`config.mk`:
```
export PLATFORM = sky130hd
export DESIGN_NAME = fifo_flags_flat
export DESIGN_NICKNAME = d
export VERILOG_FILES = /design/src/rtl/fifo_flags_if.sv /design/src/rtl/fifo_flags.sv /design/src/flat_wrapper.sv
export SDC_FILE = /design/constraint.sdc
export NUM_CORES = 1
export LEC_CHECK = 0
export ABC_AREA = 1
export CAP_MARGIN = 20
export CORE_ASPECT_RATIO = 1.75
export CORE_MARGIN = 2
export CORE_UTILIZATION = 45
export DETAILED_ROUTE_END_ITERATION = 10
export GPL_TIMING_DRIVEN = 0
export PLACE_DENSITY = 0.61
export RECOVER_POWER = 50
export SYNTH_ARGS = -nofsm -noshare
export SYNTH_HDL_FRONTEND = slang
export SYNTH_SLANG_ARGS = --single-unit
```
`constraint.sdc`:
```
create_clock -name i_clk -period 1.95 [get_ports i_clk]
set_input_delay 0.2925 -clock i_clk [delete_from_list [all_inputs] [get_ports i_clk]]
set_output_delay 0.2925 -clock i_clk [all_outputs]
set_load 0.02 [all_outputs]
```
`src/rtl/fifo_flags_if.sv`:
```
// Handshake bundle for fifo_flags: push/pop requests and write data in, head word and status flags out.
// The master modport is the client side; the slave modport is the FIFO itself.
interface fifo_flags_if #(
  parameter int WORD_BITS = 8,
  parameter int ADDR_BITS = 4
);
  logic                 i_rd;
  logic                 i_wr;
  logic [WORD_BITS-1:0] i_wdata;
  logic                 i_err_clr;
  logic [WORD_BITS-1:0] o_rdata;
  logic                 o_empty;
  logic                 o_full;
  logic                 o_almost_empty;
  logic                 o_almost_full;
  logic [ADDR_BITS:0]   o_count;
  logic                 o_overflow;
  logic                 o_underflow;

  modport master (
    output i_rd, i_wr, i_wdata, i_err_clr,
    input  o_rdata, o_empty, o_full, o_almost_empty, o_almost_full,
           o_count, o_overflow, o_underflow
  );

  modport slave (
    input  i_rd, i_wr, i_wdata, i_err_clr,
    output o_rdata, o_empty, o_full, o_almost_empty, o_almost_full,
           o_count, o_overflow, o_underflow
  );
endinterface

```
`src/rtl/fifo_flags.sv`:
```
// Single-clock first-word-fall-through FIFO with occupancy count, almost flags and boundary rd/wr rules.
// Define FIFO_ERR_FLAGS_EN to build the sticky overflow/underflow flags; otherwise they are tied low.
module fifo_flags #(
  parameter int WORD_BITS     = 8,
  parameter int ADDR_BITS     = 4,
  parameter int AFULL_THRESH  = 2**ADDR_BITS - 2,
  parameter int AEMPTY_THRESH = 1
) (
  input logic          i_clk,
  input logic          i_reset_n,
  fifo_flags_if.slave  bus
);
  localparam int DEPTH = 2**ADDR_BITS;
  localparam int CNT_W = ADDR_BITS + 1;

  localparam logic [CNT_W-1:0] DEPTH_CNT  = CNT_W'(DEPTH);
  localparam logic [CNT_W-1:0] AFULL_CNT  = CNT_W'(AFULL_THRESH);
  localparam logic [CNT_W-1:0] AEMPTY_CNT = CNT_W'(AEMPTY_THRESH);

  logic [WORD_BITS-1:0] mem [DEPTH];
  logic [ADDR_BITS-1:0] wptr;
  logic [ADDR_BITS-1:0] rptr;
  logic [CNT_W-1:0]     count;
  logic [CNT_W-1:0]     count_next;
  logic                 full_q;
  logic                 empty_q;
  logic                 wr_ok;
  logic                 rd_ok;

  // Acceptance uses the registered flags, so a pop on empty or a push on full is simply dropped.
  assign wr_ok = bus.i_wr & ~full_q;
  assign rd_ok = bus.i_rd & ~empty_q;

  always_comb begin
    count_next = count;
    unique case ({wr_ok, rd_ok})
      2'b10:   count_next = count + CNT_W'(1);
      2'b01:   count_next = count - CNT_W'(1);
      default: count_next = count;
    endcase
  end

  always_ff @(posedge i_clk) begin
    if (!i_reset_n) begin
      wptr    <= '0;
      rptr    <= '0;
      count   <= '0;
      full_q  <= 1'b0;
      empty_q <= 1'b1;
    end else begin
      if (wr_ok) begin
        wptr <= wptr + ADDR_BITS'(1);
      end
      if (rd_ok) begin
        rptr <= rptr + ADDR_BITS'(1);
      end
      count   <= count_next;
      full_q  <= (count_next == DEPTH_CNT);
      empty_q <= (count_next == '0);
    end
  end

  // Storage is deliberately left out of reset; stale words are hidden behind o_empty.
  always_ff @(posedge i_clk) begin
    if (i_reset_n && wr_ok) begin
      mem[wptr] <= bus.i_wdata;
    end
  end

  assign bus.o_rdata        = mem[rptr];
  assign bus.o_count        = count;
  assign bus.o_full         = full_q;
  assign bus.o_empty        = empty_q;
  assign bus.o_almost_full  = (count >= AFULL_CNT);
  assign bus.o_almost_empty = (count <= AEMPTY_CNT);

`ifdef FIFO_ERR_FLAGS_EN
  logic overflow_q;
  logic underflow_q;

  // A new violation in the same cycle as a clear keeps the flag set.
  always_ff @(posedge i_clk) begin
    if (!i_reset_n) begin
      overflow_q  <= 1'b0;
      underflow_q <= 1'b0;
    end else begin
      if (bus.i_wr && full_q) begin
        overflow_q <= 1'b1;
      end else if (bus.i_err_clr) begin
        overflow_q <= 1'b0;
      end
      if (bus.i_rd && empty_q) begin
        underflow_q <= 1'b1;
      end else if (bus.i_err_clr) begin
        underflow_q <= 1'b0;
      end
    end
  end

  assign bus.o_overflow  = overflow_q;
  assign bus.o_underflow = underflow_q;
`else
  logic unused_err_clr;

  assign unused_err_clr  = bus.i_err_clr;
  assign bus.o_overflow  = 1'b0;
  assign bus.o_underflow = 1'b0;
`endif
endmodule

```
`src/flat_wrapper.sv`:
```
// flat-port wrapper written by rule: the top's interface ports become plain ports
module fifo_flags_flat 
#(
  parameter int WORD_BITS     = 8,
  parameter int ADDR_BITS     = 4,
  parameter int AFULL_THRESH  = 2**ADDR_BITS - 2,
  parameter int AEMPTY_THRESH = 1
)
  (i_clk, i_reset_n, bus_i_rd, bus_i_wr, bus_i_wdata, bus_i_err_clr, bus_o_rdata, bus_o_empty, bus_o_full, bus_o_almost_empty, bus_o_almost_full, bus_o_count, bus_o_overflow, bus_o_underflow);
  fifo_flags_if #(.WORD_BITS(WORD_BITS), .ADDR_BITS(ADDR_BITS)) bus_i ();
  input logic i_clk;
  input logic i_reset_n;
  input wire logic [$bits(bus_i.i_rd)-1:0] bus_i_rd;
  input wire logic [$bits(bus_i.i_wr)-1:0] bus_i_wr;
  input wire logic [$bits(bus_i.i_wdata)-1:0] bus_i_wdata;
  input wire logic [$bits(bus_i.i_err_clr)-1:0] bus_i_err_clr;
  output wire logic [$bits(bus_i.o_rdata)-1:0] bus_o_rdata;
  output wire logic [$bits(bus_i.o_empty)-1:0] bus_o_empty;
  output wire logic [$bits(bus_i.o_full)-1:0] bus_o_full;
  output wire logic [$bits(bus_i.o_almost_empty)-1:0] bus_o_almost_empty;
  output wire logic [$bits(bus_i.o_almost_full)-1:0] bus_o_almost_full;
  output wire logic [$bits(bus_i.o_count)-1:0] bus_o_count;
  output wire logic [$bits(bus_i.o_overflow)-1:0] bus_o_overflow;
  output wire logic [$bits(bus_i.o_underflow)-1:0] bus_o_underflow;
  assign bus_i.i_rd = bus_i_rd;
  assign bus_i.i_wr = bus_i_wr;
  assign bus_i.i_wdata = bus_i_wdata;
  assign bus_i.i_err_clr = bus_i_err_clr;
  assign bus_o_rdata = bus_i.o_rdata;
  assign bus_o_empty = bus_i.o_empty;
  assign bus_o_full = bus_i.o_full;
  assign bus_o_almost_empty = bus_i.o_almost_empty;
  assign bus_o_almost_full = bus_i.o_almost_full;
  assign bus_o_count = bus_i.o_count;
  assign bus_o_overflow = bus_i.o_overflow;
  assign bus_o_underflow = bus_i.o_underflow;
  fifo_flags #(.WORD_BITS(WORD_BITS), .ADDR_BITS(ADDR_BITS), .AFULL_THRESH(AFULL_THRESH), .AEMPTY_THRESH(AEMPTY_THRESH)) u_core (.i_clk(i_clk), .i_reset_n(i_reset_n), .bus(bus_i));
endmodule
```
==> run metrics <==
Synth warnings 0; main area contributors after synthesis edfxtp_1, dfxtp_1, nor2_1; critical path type register to output pin; mapped cell area 6150 um^2; commonest non-fill, non-tap cell in the layout edfxtp_1; final WL 16,500 um; num ports 32; GRT Util Overall 23.3%; max-cap violations 0; first-pass GRT wire length 24,600 um; drt pass-1 iters 5; Layout area overhead 22.5%; Startpoint Class register; Synth Area in Compound Gates 11.8%; Post-Synthesis Cells 528; worst-path maximum fanout 7; CTS sink count 147; failing checks setup timing; Inst Count DP 731; via-per-instance ratio 5.61; Adder-Cell Fraction of Synth Area 2.24%; Min Clock Period, post-route 2.16 ns; Die Span X 92.4 um; Root Driver clkbuf_16; Final Non-Filler Cells 768; Critical Path RT 1.66 ns; hold depth 1; Clock Latency Late Sink 0.42 ns; setup violators final 32; n_diodes 0; Final period util 111%; number of global-route vias before repair 4,322; Post-Synth XOR/XNOR Area 0%; unrepaired setup endpoints after global routing yes; outcome finished with violations; Syn Area/Cell 11.6 um^2; VDD IR max 0.648 mV; Worst slew margin 37.5%; CTS tree yes; fmax 464 MHz; Finished Core Util 56.3%; chip height 159 um; Final Hold Fails 0; Final ANT Viol Nets 0; Seq/Total Area, Yosys 68.7%; DRC viols 0; reg2reg path depth 4; Leakage 2.63 nW; Yosys reg bits 147; multiplexer share of the synthesized area 0%; Final nets 605; Hold Worst Slack 0.444 ns; Synth cell types 25; Yosys top cell by area edfxtp_1; register clock-pin slew on the reported worst setup and hold paths 0.06 ns; worst setup margin -0.206 ns; CP endpoint kind output pin; grt total ovfl 0; largest net degree at the start of global routing 17; transition time of the tightest slew-check pin 0.935 ns; post-synthesis simple-gate area fraction 12.0%; reg2reg setup slack 0.09 ns; antenna violations before repair 0; Hold Crit Class register to register; PwrDens 1070 nW/um^2; full die area 14,700 um^2; routability cong. 0.852; DP Area 6650 um^2; port bufs 28; leading cell types in the layout, fill and taps excluded edfxtp_1, nor2_1, o21ai_0; final max-slew violation count 0; drt initial violations 408; site row count 56; DP HPWL 11,000 um; share of Yosys cell area claimed by the top area cell type 62.5%; Arrival @ worst endpoint 1.86 ns; total CTS buffers 17; H-tree levels 4; Final Skew 0.0105 ns; Final Cell Area 7530 um^2; final total power 8.04 mW; total vias in the final route 4,306; drt wl/cell 21.5 um; core area 13,400 um^2; Max Root-Sink Buffers 2; layout cells sized above 1 18.5%; largest family of logic cells by synthesized area simple AND/OR/NAND/NOR gates; starting density of the core 46.0%; fillcell total 1,102
where the power goes:
part	total, mW	internal (mW)	switching, mW
Clock	3.12	1.79	1.34
Combinational	1.39	0.539	0.849
Sequential	3.53	3.48	0.0564
flip-flops by register name, summed over array words and instances, names as in the netlist, named ones only:
name / cells
u_core.wptr: 4
u_core.rptr: 4
u_core.mem: 128
u_core.bus.o_count: 5
u_core.bus.o_empty: 1
u_core.bus.o_full: 1
layout make-up:
class	instances	area [um^2]	share of cell area, %
sequential	147	4230	56.2
multi-input combinational	320	1720	22.8
clock buffer	18	429	5.70
timing repair buffer	35	359	4.77
buffer	27	302	4.00
tap	174	218	2.89
clock inverter	14	140	1.86
inverter	33	131	1.74
cells by family (layout without fill, tap and decap cells):
| kind of cell | Yosys count | after routing |
|---|---|---|
| other | 1 | 2 |
| AOI/OAI and AO/OA | 125 | 125 |
| adders and majority gates | 11 | 11 |
| DFF | 147 | 147 |
| and+or+nand+nor | 182 | 182 |
| buffers and inverters | 62 | 127 |
synth_stat cells:
cell type and number:
a21oi_1 16, buf_2 10, buf_4 5, buf_6 5, buf_8 1, clkbuf_1 5
clkbuf_2 3, conb_1 1, dfxtp_1 19, edfxtp_1 128, ha_1 11, inv_1 32
inv_6 1, nand2_1 45, nand3_1 30, nand4_1 3, nor2_1 100, nor2_2 3
nor3_1 1, o211ai_1 21, o21ai_0 72, o21ai_1 3, o21bai_1 1, o221ai_1 11
o311ai_0 1
per-layer routing:
layer / global-route usage [%] / share of wire (%)
met5: 0 / 0
met3: 3.79 / 4.2
met1: 25.0 / 37
met2: 43.7 / 55
met4: 11.6 / 3.4
metrics by stage:
step	setup WS, ns	setup TNS (ns)
floorplan	0.0781	0
global placement	-0.577	-62.62
detailed placement	-0.615	-68.29
CTS	-0.192	-6.50
global route	-0.285	-8.51
finish	-0.206	-5.25
final timing paths:
kind | start | endpoint
worst max-delay path | register | bus_o_rdata[6]
worst min-delay path | u_core.rptr[3]$_SDFFE_PN0N_ | u_core.rptr[3]$_SDFFE_PN0N_
worst max register to register | u_core.wptr[1]$_SDFFE_PN0P_ | u_core.mem[13][4]$_DFFE_PP_
worst min register to register | u_core.rptr[3]$_SDFFE_PN0N_ | u_core.rptr[3]$_SDFFE_PN0N_
worst max-delay path, stage by stage (launching register included):
cell      delay (ns)
dfxtp_4         0.40
inv_8           0.10
buf_12          0.15
buf_8           0.14
nor2_2          0.03
o211ai_1        0.21
o211ai_1        0.17
nand2_1         0.13
buf_6           0.12
timing repair:
item	in CTS	in global routing
hold buffers	0	0
pin swaps	22	5
resized for setup	128	23
cloned	2	0
buffers inserted	5	1
setup endpoints to repair	100	84
(Power assumes the default switching activity.)
